File: config.mk
export PLATFORM = sky130hd
export DESIGN_NAME = rtc_calendar
export DESIGN_NICKNAME = d
export VERILOG_FILES = /design/src/rtl/clock_pkg.sv /design/src/rtl/tick_gen.sv /design/src/rtl/rtc_calendar.sv
export SDC_FILE = /design/constraint.sdc
export NUM_CORES = 1
export LEC_CHECK = 0
export CORE_ASPECT_RATIO = 1.2
export CORE_UTILIZATION = 65
export DETAILED_ROUTE_END_ITERATION = 10
export DONT_BUFFER_PORTS = 1
export PLACE_DENSITY = 0.8
export SETUP_SLACK_MARGIN = 0.4
export SLEW_MARGIN = 20
export SYNTH_ARGS = -nofsm -noshare
export SYNTH_HDL_FRONTEND = slang
export SYNTH_SLANG_ARGS = --single-unit
File: constraint.sdc
create_clock -name clk_i -period 4.7 [get_ports clk_i]
set_input_delay 0.47 -clock clk_i [delete_from_list [all_inputs] [get_ports clk_i]]
set_output_delay 0.47 -clock clk_i [all_outputs]
set_load 0.05 [all_outputs]
File: src/rtl/clock_pkg.sv
// Field limits and month-length rule shared by the calendar counter
// and the BCD display path.
package clock_pkg;

    localparam logic [7:0] SEC_MAX   = 8'd59;
    localparam logic [7:0] MIN_MAX   = 8'd59;
    localparam logic [7:0] HOUR_MAX  = 8'd23;
    localparam logic [7:0] MONTH_MAX = 8'd12;
    localparam logic [7:0] YEAR_MAX  = 8'd99;

    // Two-digit year: every year divisible by four is leap, including 00.
    function automatic logic [7:0] days_in_month(input logic [7:0] month,
                                                 input logic [7:0] year);
        logic [7:0] days;
        case (month)
            8'd4, 8'd6, 8'd9, 8'd11: days = 8'd30;
            8'd2:                    days = (year[1:0] == 2'b00) ? 8'd29 : 8'd28;
            default:                 days = 8'd31;
        endcase
        return days;
    endfunction

endpackage

File: src/rtl/tick_gen.sv
// Prescaler producing a one-cycle advance strobe every CLK_DIV cycles
// while running; clr restarts the count so a fresh second begins.
module tick_gen #(
    parameter int unsigned CLK_DIV = 50_000_000
) (
    input  logic clk_i,
    input  logic rst_n_i,
    input  logic run_i,
    input  logic clr_i,
    output logic strobe_o
);

    localparam int unsigned CW = $clog2(CLK_DIV);
    localparam logic [CW-1:0] LAST = CW'(CLK_DIV - 1);

    logic [CW-1:0] cnt_q;
    logic [CW-1:0] cnt_d;

    assign strobe_o = run_i && (cnt_q == LAST);

    always_comb begin
        cnt_d = cnt_q;
        if (clr_i) begin
            cnt_d = '0;
        end else if (run_i) begin
            cnt_d = strobe_o ? '0 : cnt_q + 1'b1;
        end
    end

    always_ff @(posedge clk_i) begin
        if (!rst_n_i) begin
            cnt_q <= '0;
        end else begin
            cnt_q <= cnt_d;
        end
    end

endmodule

File: src/rtl/rtc_calendar.sv
// Binary time-of-day and calendar counter with validated bulk load.
// All outputs are registered; a load always takes priority over the advance.
module rtc_calendar
    import clock_pkg::*;
#(
    parameter int unsigned CLK_DIV = 50_000_000
) (
    input  logic       clk_i,
    input  logic       rst_n_i,
    input  logic       run_i,
    input  logic       set_valid_i,
    input  logic [7:0] set_sec_i,
    input  logic [7:0] set_min_i,
    input  logic [7:0] set_hour_i,
    input  logic [7:0] set_day_i,
    input  logic [7:0] set_month_i,
    input  logic [7:0] set_year_i,
    output logic       set_ack_o,
    output logic       set_err_o,
    output logic [7:0] sec_o,
    output logic [7:0] min_o,
    output logic [7:0] hour_o,
    output logic [7:0] day_o,
    output logic [7:0] month_o,
    output logic [7:0] year_o,
    output logic       tick_o,
    output logic       century_o
);

    logic [7:0] sec_q, min_q, hour_q, day_q, month_q, year_q;
    logic [7:0] sec_d, min_d, hour_d, day_d, month_d, year_d;
    logic       tick_q, century_q, ack_q, err_q;
    logic       tick_d, century_d, ack_d, err_d;
    logic       loadOk;
    logic       strobe;

    tick_gen #(.CLK_DIV(CLK_DIV)) u_tick_gen (
        .clk_i    (clk_i),
        .rst_n_i  (rst_n_i),
        .run_i    (run_i),
        .clr_i    (set_valid_i && loadOk),
        .strobe_o (strobe)
    );

    always_comb begin
        sec_d     = sec_q;
        min_d     = min_q;
        hour_d    = hour_q;
        day_d     = day_q;
        month_d   = month_q;
        year_d    = year_q;
        tick_d    = 1'b0;
        century_d = 1'b0;
        ack_d     = 1'b0;
        err_d     = 1'b0;
        loadOk    = (set_sec_i <= SEC_MAX) && (set_min_i <= MIN_MAX) &&
                    (set_hour_i <= HOUR_MAX) && (set_month_i != 8'd0) &&
                    (set_month_i <= MONTH_MAX) && (set_year_i <= YEAR_MAX) &&
                    (set_day_i != 8'd0) &&
                    (set_day_i <= days_in_month(set_month_i, set_year_i));

        // A load request, accepted or not, swallows a coincident strobe.
        if (set_valid_i) begin
            if (loadOk) begin
                sec_d   = set_sec_i;
                min_d   = set_min_i;
                hour_d  = set_hour_i;
                day_d   = set_day_i;
                month_d = set_month_i;
                year_d  = set_year_i;
                ack_d   = 1'b1;
            end else begin
                err_d   = 1'b1;
            end
        end else if (strobe) begin
            tick_d = 1'b1;
            if (sec_q != SEC_MAX) begin
                sec_d = sec_q + 8'd1;
            end else begin
                sec_d = 8'd0;
                if (min_q != MIN_MAX) begin
                    min_d = min_q + 8'd1;
                end else begin
                    min_d = 8'd0;
                    if (hour_q != HOUR_MAX) begin
                        hour_d = hour_q + 8'd1;
                    end else begin
                        hour_d = 8'd0;
                        if (day_q < days_in_month(month_q, year_q)) begin
                            day_d = day_q + 8'd1;
                        end else begin
                            day_d = 8'd1;
                            if (month_q != MONTH_MAX) begin
                                month_d = month_q + 8'd1;
                            end else begin
                                month_d = 8'd1;
                                if (year_q != YEAR_MAX) begin
                                    year_d = year_q + 8'd1;
                                end else begin
                                    year_d    = 8'd0;
                                    century_d = 1'b1;
                                end
                            end
                        end
                    end
                end
            end
        end
    end

    always_ff @(posedge clk_i) begin
        if (!rst_n_i) begin
            sec_q     <= 8'd0;
            min_q     <= 8'd0;
            hour_q    <= 8'd0;
            day_q     <= 8'd1;
            month_q   <= 8'd1;
            year_q    <= 8'd0;
            tick_q    <= 1'b0;
            century_q <= 1'b0;
            ack_q     <= 1'b0;
            err_q     <= 1'b0;
        end else begin
            sec_q     <= sec_d;
            min_q     <= min_d;
            hour_q    <= hour_d;
            day_q     <= day_d;
            month_q   <= month_d;
            year_q    <= year_d;
            tick_q    <= tick_d;
            century_q <= century_d;
            ack_q     <= ack_d;
            err_q     <= err_d;
        end
    end

    assign sec_o     = sec_q;
    assign min_o     = min_q;
    assign hour_o    = hour_q;
    assign day_o     = day_q;
    assign month_o   = month_q;
    assign year_o    = year_q;
    assign tick_o    = tick_q;
    assign century_o = century_q;
    assign set_ack_o = ack_q;
    assign set_err_o = err_q;

endmodule

==> summary.md, run 1 <==
| Metric | Value |
|---|---|
| Status | `finished clean` |
| Worst skew pair latency | `between 300 and 400 ps` |
| Non-Filler Instances | `678` |
| CTS tree | `done` |
| Filler cells | `626` |
| Global route overflow | `0` |
| First-pass GRT wire length | `roughly 20 mm` |
| Gr usage total | `~33%` |
| Total power | `1300 uW` |
| Crit path capture type | `register` |
| Drt wl/cell | `between 15 and 20 um` |
| Worst Path Class, Setup | `register to register` |
| Drt total wl | `12.5 mm` |
| Starting Density | `67.3%` |
| Die X | `~81 um` |
| Final Cell Area | `between 0.005 and 0.006 mm^2` |
| Port bufs | `0` |
| Synth async-reset ratio | `0%` |
| Synth Instances | `600` |
| Post-CTS setup buffers | `0` |
| Synth top area share | `between 30% and 40%` |
| Avg Inst Size Synth | `between 8 and 9 um^2` |
| Post-Syn Area | `between 0.004 and 0.005 mm^2` |
| CTS Hold Bufs | `0` |
| RSZ-0062 raised after global routing | `no` |
| Vias/cell | `between 6 and 7` |
| Ratio of cells with drive above 1 in the final layout | `roughly a tenth` |
| Crit path DAT | `3520 ps` |
| Via Count | `4614` |
| Syn Nets | `about 670` |
| Residual DRC | `0` |
| Total CTS buffers | `9` |
| CP max FO | `9` |
| Pwr dens | `256 mW/mm^2` |
| Fin Setup TNS | `0 ps` |
| Iter 0 DRT Violations | `around 300` |
| Post-synth top area cell | `dfxtp_1` |
| Lkg Pwr | `between 0.0015 and 0.002 uW` |
| Layout Nets | `roughly 650` |
| IO Pins | `around 100` |
| Core area | `roughly 0.0072 mm^2` |
| Min Clock Period, post-route | `roughly 3200 ps` |
| Slew HR | `between 30% and 40%` |
| CP Launch Point | `month_o[0]` |
| Commonest register cell after synthesis | `dfxtp_1` |
| Number of synthesized flops with an enable pin | `0` |
| Seq cells post-synth | `78` |
| Worst-Margin Slew | `between 900 and 1000 ps` |
| CTS sink cnt | `78` |
| Die extent in y | `around 97 um` |
| Register area share after synthesis | `~32%` |
| Register area | `0.00156 mm^2` |
| Synth warn | `0` |
| Initial antenna violation count | `0` |
| Depth of the CTS H-tree | `3` |
| Antenna-violating nets left | `0` |
| Clock transition at path regs | `90 ps` |
| Final Slew Violations | `0` |
| Clock buffer depth | `2` |
| Largest net degree at the start of global routing | `a little under 90` |
| Row cnt | `34` |
| Final setup vio count | `0` |
| RePlAce Congestion | `roughly 0.84` |
| Hold Path Class | `primary input to register` |
| Dpl cell area | `a little under 0.005 mm^2` |
| DIE AREA | `roughly 0.0078 mm^2` |
| Period utilisation layout | `between 60% and 70%` |
| Critical path required time | `4970 ps` |
| Startpoint Class | `register` |
| Max cap viols | `0` |
| Final hold vios | `0` |
| Placed Instances | `roughly 660` |
| Worst r2r src | `month_o[0]` |
| Root buf cell | `clkbuf_8` |
| First-pass DRT Iterations | `5` |
| Area of the multi-input gates | `between 0.003 and 0.004 mm^2` |
| Max VDD drop | `between 0.2 and 0.25 mV` |
| Area Growth Syn to Fin | `3.91%` |
| Post-synthesis cell type count | `between 80 and 90` |
| Synth top area cells | `dfxtp_1, nand2_1, nor2_1, ha_1, nand3_1` |
| Post-cts sizing count | `0` |
| Setup Skew | `between 15 and 20 ps` |
| Final HPWL DP | `between 8 and 9 mm` |
| Vias in the first global route | `between 4000 and 5000` |
| Ant. Diodes | `0` |
| FMAX | `0.308 GHz` |
| Hold path start | `set_valid_i` |
==> cells in the mapped netlist (all sizes together), types with 3 or more instances <==
cell type	number
nand2	71
a21boi	5
or2	5
nand3	36
a21oi	26
nand4	15
and2	7
dfxtp	78
nand2b	7
and4	4
xor2	19
and3	20
nor4	11
ha	14
a211oi	10
a32oi	5
mux2i	10
o31ai	17
o22ai	4
a32o	5
o311ai	4
inv	14
nor2	66
and4b	3
or4	3
o211ai	9
xnor2	6
a31oi	4
clkbuf	16
a22oi	7
nor3	20
o21ai	29
a21o	4
a31o	4
buf	13
==> metal layers <==
layer | up-vias | global-route usage, % | wire (um)
li1 | 2190 | - | -
met1 | 2182 | 38.9 | 5010
met2 | 197 | 55.3 | 6220
met3 | 45 | 5.47 | 855
met4 | 0 | 17.6 | 446
met5 | - | 0 | 0
==> flip-flops by register name, indices dropped and copies added (netlist names) <==
register,cells
century_o,1
day_o,8
hour_o,8
min_o,8
month_o,8
sec_o,8
set_ack_o,1
set_err_o,1
tick_o,1
u_tick_gen.cnt_q,26
year_o,8
==> layout by cell type, fill, tap and decap left out, types with 5 or more instances in the layout <==
master,synthesis,final
xnor2_1,6,6
a21oi_1,25,25
nand4_1,15,15
nor3_1,19,19
dfxtp_1,78,78
o31ai_1,17,17
nand2_1,71,71
o211ai_1,9,9
and2_1,7,7
or2_2,5,5
a22oi_1,7,7
nor4_1,8,8
a211oi_1,6,6
nand3_1,35,35
clkbuf_8,0,9
nand2b_1,7,7
and3_1,20,20
a32oi_1,5,5
xor2_1,19,19
inv_1,13,13
nor2_1,63,63
ha_1,14,14
o21ai_0,22,22
mux2i_1,10,10
==> per-stage QoR <==
stage	utilization, %	worst slack [ps]	hold slack, ps
after floorplan	-	1820	469
after global placement	66.9	1570	494
after detailed placement	66.9	1400	500
after CTS	69.9	1430	188
after global routing	69.9	1260	185
final	69.9	1450	248
==> critical path, cell delays in order, from the launching register on <==
cell	delay, ps
dfxtp_1	770
inv_1	140
ha_1	250
and3_1	150
ha_1	270
o2111a_1	180
o31a_1	140
o21ai_2	150
a2111oi_1	540
o21ai_2	250
o32ai_2	310
==> kinds of logic (layout without fill, tap and decap cells) <==
| group | Yosys count | in the layout | synth area share [%] |
|---|---|---|---|
| buffers and inverters | 43 | 31 | 4.19 |
| multiplexers | 12 | 12 | 2.52 |
| AO/OA/AOI/OAI | 152 | 152 | 23.7 |
| flip-flops | 78 | 78 | 32.1 |
| XOR/XNOR | 25 | 25 | 4.50 |
| AND/OR/NAND/NOR | 276 | 276 | 29.5 |
| adder cells (fa/ha/maj) | 14 | 14 | 3.60 |
==> layout make-up <==
class,instances,share of cell area [%]
multi-input cells,479,61.3
flip-flops and latches,78,30.9
clock buffers,9,2.45
well taps,90,2.23
clock inverters,7,1.93
inverters,14,1.04
repair buffers,1,0.148
==> final timing paths <==
path              cells after the start  slack, ps                  end
hold reg to reg                       2        510  u_tick_gen.cnt_q[1]
setup reg to reg                     10       1450            year_o[3]
hold / removal                        1        250               tick_o
setup / recovery                     10       1450            year_o[3]
==> where the power goes <==
part           switching, uW  total [uW]  internal [uW]
clock network            267         568            301
registers               3.34         665            662
logic                   38.8        62.2           23.4
No activity file was read; power rests on OpenSTA's default activity.
==> inputs of run 2 (changes only) <==
--- a/config.mk
+++ b/config.mk
@@ -6,10 +6,10 @@
 export NUM_CORES = 1
 export LEC_CHECK = 0
 export CORE_ASPECT_RATIO = 1.2
-export CORE_UTILIZATION = 65
+export CORE_UTILIZATION = 64
 export DETAILED_ROUTE_END_ITERATION = 10
 export DONT_BUFFER_PORTS = 1
-export PLACE_DENSITY = 0.8
+export PLACE_DENSITY = 0.79
 export SETUP_SLACK_MARGIN = 0.4
 export SLEW_MARGIN = 20
 export SYNTH_ARGS = -nofsm -noshare
==> constraint.sdc (replaced) <==
create_clock -name clk_i -period 3.1 [get_ports clk_i]
set_input_delay 0.31 -clock clk_i [delete_from_list [all_inputs] [get_ports clk_i]]
set_output_delay 0.31 -clock clk_i [all_outputs]
set_load 0.05 [all_outputs]
==> summary.md, run 2 (synthesized netlist as in run 1, its figures left out) <==
| Metric | Value |
|---|---|
| Status | `finished clean` |
| CP max FO | `6` |
| WHS | `between 50 and 60 ps` |
| Setup Skew | `~19 ps` |
| Final hold vios | `0` |
| Worst Reg-to-Reg Cells | `10` |
| Period utilisation layout | `roughly 84%` |
| Clock transition at path regs | `about 90 ps` |
| Total CTS buffers | `9` |
| Vias/cell | `~6.7` |
| Crit path DAT | `2840 ps` |
| Worst-Margin Slew | `820 ps` |
| Die X | `between 80 and 90 um` |
| Setup slack, reg-to-reg | `approximately 510 ps` |
| Gr usage total | `between 30 and 40%` |
| Sw Pwr | `~460 uW` |
| Layout Nets | `693` |
| Ratio of cells with drive above 1 in the final layout | `around 17%` |
| Critical path required time | `3350 ps` |
| CTS tree | `done` |
| Global route overflow | `0` |
| Filler cells | `between 500 and 600` |
| Slew HR | `between 40 and 50%` |
| Register area | `around 0.0016 mm^2` |
| Comb pwr share | `4.9%` |
| Lkg Pwr | `0.00206 uW` |
| RSZ-0062 raised after global routing | `no` |
| Area Growth Syn to Fin | `11.4%` |
| Root buf cell | `clkbuf_8` |
| Hold path start | `rst_n_i` |
| Seq pwr share | `between 50% and 60%` |
| Switching share of power | `approximately a quarter` |
| Core area | `roughly 0.0073 mm^2` |
| Hold Path Class | `primary input to register` |
| Worst r2r src | `month_o[0]` |
| CTS Hold Bufs | `0` |
| FMAX | `a little under 0.4 GHz` |
| Port bufs | `0` |
| Clock buffer depth | `2` |
| Via Count | `around 4800` |
| CP Launch Point | `month_o[0]` |
| Crit Reg-Reg Endpoint | `month_o[4]` |
| CTS sink cnt | `78` |
| Residual DRC | `0` |
| Row cnt | `34` |
| Worst skew pair latency | `approximately 370 ps` |
| Final setup vio count | `0` |
| Max FFs per register | `26` |
| Clock Power Share | `43.5%` |
| Most used cells in the layout excluding fill and tap cells | `dfxtp_1, nand2_1, nor2_1, buf_4, nand3_1` |
| DIE AREA | `just under 0.008 mm^2` |
| Iter 0 DRT Violations | `~370` |
| Worst Path Class, Setup | `register to register` |
| RePlAce Congestion | `roughly 0.9` |
| Min Clock Period, post-route | `between 2000 and 3000 ps` |
| Depth of the CTS H-tree | `3` |
| Max VDD drop | `between 0.2 and 0.3 mV` |
| Die extent in y | `roughly 98 um` |
| Area of the multi-input gates | `0.00314 mm^2` |
| Fin Setup TNS | `0 ps` |
| First-pass GRT wire length | `20.9 mm` |
| IO Pins | `104` |
| Most common cell after layout, fill and taps aside | `dfxtp_1` |
| Antenna-violating nets left | `0` |
| Max cap viols | `0` |
| Top reg by flops | `u_tick_gen.cnt_q` |
| Starting Density | `between 60% and 70%` |
| Worst setup path endpoint | `month_o[4]` |
| Initial antenna violation count | `0` |
| Vias in the first global route | `4542` |
| Largest net degree at the start of global routing | `88` |
| Crit path capture type | `register` |
| Startpoint Class | `register` |
| Final HPWL DP | `9.25 mm` |
| Pwr dens | `~360 mW/mm^2` |
| Ant. Diodes | `0` |
| Drt wl/cell | `approximately 18 um` |
| Final Slew Violations | `0` |
| Internal | `between 1000 and 1500 uW` |
| First-pass DRT Iterations | `5` |
| Drt total wl | `about 13 mm` |
==> run 2: power by group through the flow <==
stage / registers (uW) / clock network (uW) / logic, uW
finish: 1010 / 849 / 95.1
global route: 1010 / 896 / 106
CTS: 1010 / 849 / 94.8
detailed placement: 1030 / 0 / 94.4
global placement: 1030 / 0 / 91.5
floorplan: 1030 / 0 / 98.2
==> run 2: how the worst min path moves through the flow <==
stage                                      to  slack (ps)  cells past startpoint
after global placement                 tick_o         400                      1
final                                day_o[0]          60                      1
after global routing                   tick_o          20                      1
after CTS                              tick_o          20                      1
after detailed placement               tick_o         400                      1
after floorplan           u_tick_gen.cnt_q[1]         460                      2
==> run 2: repair_timing <==
item,in CTS,in global routing
cloned,0,0
pin swaps,0,5
gates resized for setup,1,9
endpoints found under the setup margin,5,18
buffers inserted,0,8
==> run 2: layer usage <==
layer  track usage (%)  part of all wire, %
met1              38.6                   39
met2              58.7                   51
met3              7.14                  7.3
met4              13.5                  3.0
met5                 0                    0
==> run 2: cell type report <==
cell class / count / share of cell area, %
flip-flops and latches: 78 / 29.0
inverters: 14 / 0.969
clock inverters: 6 / 1.59
well taps: 90 / 2.08
repair buffers: 45 / 6.18
multi-input cells: 479 / 57.9
clock buffers: 10 / 2.35
==> run 2: critical path, stage by stage, from the launching register on <==
cell      delay [ps]
dfxtp_2          340
inv_1             60
ha_2             190
and3_1           170
ha_2             310
o2111a_1         170
o31a_1           180
o21ai_4          110
a2111o_1         500
a211oi_1         330
o22ai_2          110
==> run 2: through the flow <==
stage               power (uW)  util [%]  cell area, um^2  std cells  worst slack, ps
global placement          1120      69.8             5110        698              450
finish                    1950      74.1             5420        722              508
floorplan                 1130         -             4870        600              433
CTS                       1950      72.8             5330        714              399
detailed placement        1130      69.8             5110        698              358
global route              2010      74.1             5420        722              348
==> inputs of run 3 (changes only) <==
==> constraint.sdc (replaced) <==
create_clock -name clk_i -period 2.5 [get_ports clk_i]
set_input_delay 0.25 -clock clk_i [delete_from_list [all_inputs] [get_ports clk_i]]
set_output_delay 0.25 -clock clk_i [all_outputs]
set_load 0.05 [all_outputs]
==> summary.md, run 3 (synthesized netlist as in run 1, its figures left out) <==
| Metric | Value |
|---|---|
| Clock buffer depth | `2` |
| Pwr dens | `between 300 and 400 mW/mm^2` |
| Depth of the CTS H-tree | `3` |
| Critical path required time | `~2800 ps` |
| Setup slack, reg-to-reg | `-20 ps` |
| CP max FO | `5` |
| Via Count | `about 5300` |
| Met3 usage | `between 10 and 15%` |
| Hold Path Class | `primary input to register` |
| Worst Reg-to-Reg Cells | `9` |
| RePlAce Congestion | `between 0.8 and 0.9` |
| Most Crowded Layer GR | `met2` |
| Port bufs | `0` |
| Non-Filler Instances | `between 700 and 800` |
| Worst path bufs/invs | `0` |
| Worst skew pair latency | `370 ps` |
| Hold Path Depth | `1` |
| Met1 usage | `a little over two fifths` |
| Clock transition at path regs | `around 80 ps` |
| Setup Skew | `17.9 ps` |
| Sink of the worst hold path | `day_o[5]` |
| Min setup slack post-route | `-20.9 ps` |
| Top reg by flops | `u_tick_gen.cnt_q` |
| Hold path start | `rst_n_i` |
| Root buf cell | `clkbuf_8` |
| FMAX | `between 0.3 and 0.4 GHz` |
| Row cnt | `34` |
| Dpl cell area | `approximately 0.0054 mm^2` |
| Vias/cell | `6.92` |
| First-pass DRT Iterations | `5` |
| Drt wl/cell | `21.0 um` |
| Period utilisation layout | `101%` |
| Global route overflow | `0` |
| Most used cells in the layout excluding fill and tap cells | `buf_4, nand2_1, nor2_1, dfxtp_1, nand3_1` |
| First-pass GRT wire length | `between 20 and 25 mm` |
| Gr usage total | `about two fifths` |
| Final Slew Violations | `0` |
| Delay-heaviest family, CP | `compound AO/OA/AOI/OAI gates` |
| Final HPWL DP | `9.80 mm` |
| CP max stage cell | `a2111o_1` |
| Fin util | `roughly 85%` |
| Most common cell after layout, fill and taps aside | `buf_4` |
| Final hold vios | `0` |
| Final setup vio count | `5` |
| Core area | `about 0.0073 mm^2` |
| Slew HR | `53.5%` |
| Min Clock Period, post-route | `between 2000 and 3000 ps` |
| Largest stage delay, worst path | `roughly 500 ps` |
| Max cap viols | `0` |
| WHS | `about 14 ps` |
| GR Layer Usage met2 | `between 60 and 70%` |
| Antenna-violating nets left | `0` |
| Starting Density | `between 60% and 70%` |
| Total CTS buffers | `9` |
| Total power | `~2400 uW` |
| Worst r2r src | `month_o[7]` |
| Drt total wl | `16.2 mm` |
| Die X | `between 80 and 90 um` |
| Worst-Margin Slew | `between 600 and 700 ps` |
| Max FFs per register | `26` |
| Ant. Diodes | `0` |
| Initial antenna violation count | `0` |
| Iter 0 DRT Violations | `around 560` |
| Residual DRC | `0` |
| CTS tree | `done` |
| Area Growth Syn to Fin | `27.8%` |
| CTS sink cnt | `slightly below 80` |
| DIE AREA | `slightly below 0.008 mm^2` |
| Worst Path Class, Setup | `register to register` |
| IO Pins | `104` |
| Largest net degree at the start of global routing | `91` |
| CP Launch Point | `month_o[7]` |
| Placed Instances | `722` |
| Crit path DAT | `approximately 2800 ps` |
| Vias in the first global route | `between 5000 and 6000` |
| Crit Reg-Reg Endpoint | `month_o[6]` |
| Crit path capture type | `register` |
| Final Cell Area | `between 0.006 and 0.007 mm^2` |
| Startpoint Class | `register` |
| Worst path cell trace | `nor4_4 -> and3_4 -> ha_4 -> o2111a_1 -> o31a_1 -> o21ai_4 -> a2111o_1 -> a211o_1 -> o22ai_2` |
| Layout Nets | `roughly 740` |
| Lkg Pwr | `around 0.0024 uW` |
| Die extent in y | `roughly 100 um` |
| Max VDD drop | `0.535 mV` |
| Filler cells | `roughly 410` |
| RSZ-0062 raised after global routing | `yes` |
| Ratio of cells with drive above 1 in the final layout | `29.5%` |
| Status | `finished with violations` |
| Failing checks | `negative setup slack` |
[run 3: per-layer routing]
| layer | vias to the layer above | wire, um |
|---|---|---|
| met5 | - | 0 |
| met4 | 0 | 941 |
| met3 | 106 | 1440 |
| met2 | 330 | 8010 |
| met1 | 2501 | 5830 |
| li1 | 2395 | - |
[run 3: worst register-to-register path, delay by kind of cell (launching register included)]
family / cells / cell delay (ps)
simple gates: 2 / 520
flops: 1 / 360
fa+ha+maj: 1 / 140
compound gates: 6 / 1430
[run 3: through the flow]
step / worst slack [ps] / setup TNS, ps
2_1_floorplan: 32.1 / 0
3_3_place_gp: 47.8 / 0
3_5_place_dp: -16.1 / -30.9
4_1_cts: -9.99 / -9.99
5_1_grt: -114 / -779
6_report: -20.9 / -71.8
[run 3: final cells by class]
cell class                      count  area, um^2  area share (%)
Tap cell                           90         113            1.81
Clock inverter                      4        52.6           0.845
Multi-Input combinational cell    482        3470            55.9
Timing Repair Buffer               91         767            12.3
Sequential cell                    78        1600            25.8
Inverter                           14        55.1           0.885
Clock buffer                       12         155            2.49
[run 3: worst max path at each step]
stage	to	slack, ps	cells past startpoint
2_1_floorplan	month_o[5]	30	9
6_report	month_o[6]	-20	9
5_1_grt	year_o[5]	-110	11
3_3_place_gp	month_o[5]	50	9
3_5_place_dp	month_o[6]	-20	9
4_1_cts	month_o[6]	-10	9
[run 3: what timing repair did]
item                                    4_1_cts  5_1_grt
endpoints found under the setup margin       45       49
setup buffers                                20        7
pin swaps                                    29       33
gates resized for setup                      35       44
hold endpoints to repair                      2        0
cloned                                        3        1
hold buffers                                  2        0
[run 3: power breakdown]
part	internal (uW)	total, uW	switching [uW]
Sequential	1240	1240	7.03
Combinational	58.2	154	95.5
Clock	521	1020	499
==> RTL edit (flow settings as in run 2) <==
Register the output `set_err_o` once more, cleared by the reset; this adds one clock of latency there. The other outputs are not delayed to match.
--- a/src/rtl/rtc_calendar.sv
+++ b/src/rtl/rtc_calendar.sv
@@ -143,7 +143,13 @@
     assign tick_o    = tick_q;
     assign century_o = century_q;
     assign set_ack_o = ack_q;
-    assign set_err_o = err_q;
+    always_ff @(posedge clk_i) begin
+        if (!rst_n_i) begin
+            set_err_o <= '0;
+        end else begin
+            set_err_o <= err_q;
+        end
+    end
 
 endmodule
 
Function: changed (Yosys sat finds a counterexample within 4 cycles, from zero or initial values and one cycle with rst_n_i low).
==> RTL edit against run 2 <==
Fmax grew 2.8%; sequential cell count up 1; wire length fell by 3.3%; area after synthesis shrank 0.39%; worst setup slack better by 0.069 ns; design area is 0.60% lower; power decreased by 1.3%; synthesized cell count is 1.3% higher; die area fell by 0.38%; critical path type unchanged; critical endpoint is now month_o[2]; highest routed layer unchanged.
==> RTL edit: results <==
<?xml version="1.0" encoding="UTF-8"?>
<metrics>
  <group name="logic_synthesis">
    <metric name="syn_nets" unit="">674</metric>
    <metric name="netlist-cell-type-count" unit="">67</metric>
    <metric name="synth_top_cells_by_area" unit="">sky130_fd_sc_hd__dfxtp_1 33%, sky130_fd_sc_hd__nand2_1 6.1%, sky130_fd_sc_hd__nor2_1 5.3%</metric>
    <metric name="synth-async-reset-ratio" unit="%">0</metric>
    <metric name="synth_largest_type_area_fraction" unit="%">32.6</metric>
    <metric name="ys.warnings.count" unit="">0</metric>
    <metric name="synth_commonest_cells" unit="">79 x sky130_fd_sc_hd__dfxtp_1, 79 x sky130_fd_sc_hd__nand2_1, 68 x sky130_fd_sc_hd__nor2_1, 32 x sky130_fd_sc_hd__a21oi_1, 30 x sky130_fd_sc_hd__o21ai_0</metric>
    <metric name="yosysSeqAreaShare" unit="%">32.6</metric>
  </group>
  <group name="drt">
    <metric name="avgViaCountPerCell" unit="">6.50</metric>
    <metric name="drt-total-wl" unit="um">12800</metric>
    <metric name="drt_pass1_iterations" unit="">8</metric>
    <metric name="drt_iter0_drc" unit="">301</metric>
  </group>
  <group name="clocking">
    <metric name="worst_skew_pair.late_latency" unit="ns">0.36</metric>
    <metric name="cts-buffers-inserted" unit="">9</metric>
    <metric name="clock_root_buffer_master" unit="">sky130_fd_sc_hd__clkbuf_8</metric>
    <metric name="clk_transition_reported_paths" unit="ns">0.09</metric>
    <metric name="cts_h_tree_depth" unit="">3</metric>
    <metric name="cts_buffer_depth" unit="">2</metric>
  </group>
  <group name="timing">
    <metric name="tns" unit="ns">0</metric>
    <metric name="tightest_slew" unit="ns">0.694</metric>
    <metric name="fin_skew" unit="ns">0.00893</metric>
  </group>
  <group name="power_and_ir_drop">
    <metric name="total_leakage_power" unit="uW">0.00206</metric>
    <metric name="vdd_drop_max" unit="V">0.000269</metric>
  </group>
  <group name="final_layout">
    <metric name="final_nets" unit="">698</metric>
    <metric name="num_antenna_cells" unit="">0</metric>
    <metric name="registers.top_by_ff_count" unit="">u_tick_gen.cnt_q</metric>
    <metric name="post_route_cells_drive_above_1_share" unit="%">14.8</metric>
    <metric name="largest_register_ffs" unit="">26</metric>
  </group>
  <group name="worst_hold_path">
    <metric name="tightest_hold_check_type" unit="">in2reg</metric>
  </group>
  <group name="placed_design">
    <metric name="portBuffers" unit="">0</metric>
    <metric name="placedInstanceArea" unit="sq um">5160</metric>
    <metric name="post-dp-hpwl" unit="um">9110</metric>
    <metric name="dp_slack" unit="ns">0.383</metric>
    <metric name="gp_routability_congestion" unit="">0.894</metric>
  </group>
  <group name="outcome">
    <metric name="outcome" unit="">finished clean</metric>
  </group>
  <group name="grt">
    <metric name="vias_in_the_first_global_route" unit="">4471</metric>
    <metric name="grt_max_degree" unit="">94</metric>
    <metric name="grt_first_pass_wirelength" unit="um">20500</metric>
    <metric name="track_usage" unit="%">32.7</metric>
    <metric name="grt_antenna_before_repair" unit="">0</metric>
  </group>
  <group name="worst_setup_path">
    <metric name="timing.critical_path.arrival" unit="ns">2.79</metric>
    <metric name="critPathMaxFanout" unit="">9</metric>
  </group>
</metrics>
[RTL edit: routing by layer]
layer / routed length, um / global-route usage [%] / share of wire [%] / up-vias
met4: 333 / 14.4 / 2.6 / 0
met2: 6390 / 55.4 / 50 / 207
met1: 5140 / 39.0 / 40 / 2216
met5: 0 / 0 / 0 / -
li1: - / - / - / 2264
met3: 922 / 6.29 / 7.2 / 35
[RTL edit: power by group]
part	total (uW)	internal [uW]	leakage, uW	switching, uW
Sequential	1020	1020	0.000637	4.81
Combinational	99.9	43.1	0.00132	56.8
Clock	805	383	0.000102	421
Total	1930	1440	0.00206	483
[RTL edit: cell families after synthesis]
kind of cell / count (synthesis) / synth area share (%)
AND/OR/NAND/NOR: 287 / 30.9
flip-flops: 79 / 32.6
buffers and inverters: 45 / 3.92
adder cells (fa/ha/maj): 14 / 3.61
multiplexers: 15 / 3.17
XOR/XNOR: 26 / 4.70
AO/OA/AOI/OAI: 142 / 21.0
[RTL edit: cell type report]
| cell class | instances | area [sq um] |
|---|---|---|
| Clock buffer | 9 | 124 |
| Tap cell | 90 | 113 |
| Fill cell | 571 | 1880 |
| Multi-Input combinational cell | 484 | 3100 |
| Inverter | 16 | 60.1 |
| Timing Repair Buffer | 42 | 328 |
| Sequential cell | 79 | 1580 |
| Clock inverter | 7 | 80.1 |
[RTL edit: worst paths after layout]
path / slack, ns / end / startpoint / cells after the start
min: 0.02 / day_o[0] / rst_n_i / 1
max: 0.58 / month_o[2] / month_o[7] / 9
max reg2reg: 0.58 / month_o[2] / month_o[7] / 9
min reg2reg: 0.49 / set_err_o / err_q / 1
[RTL edit: critical path: stages (launching register included)]
cell and delay, ns:
sky130_fd_sc_hd__dfxtp_1 0.32, sky130_fd_sc_hd__nor4_2 0.37, sky130_fd_sc_hd__and4b_1 0.24, sky130_fd_sc_hd__ha_1 0.19, sky130_fd_sc_hd__o2111a_1 0.21, sky130_fd_sc_hd__o31ai_1 0.08, sky130_fd_sc_hd__a31oi_2 0.33, sky130_fd_sc_hd__o211ai_4 0.19
sky130_fd_sc_hd__and2_4 0.24, sky130_fd_sc_hd__o32ai_2 0.25
[RTL edit: repair_timing]
| item | in CTS | in global routing |
|---|---|---|
| gates resized for setup | 0 | 3 |
| setup endpoints to repair | 3 | 17 |
| setup buffers | 1 | 0 |
[RTL edit: stage by stage]
stage               instances  util [%]
CTS                       727      73.8
floorplan                 608         -
global placement          710      70.9
finish                    727      74.1
detailed placement        710      70.9
global route              727      74.1
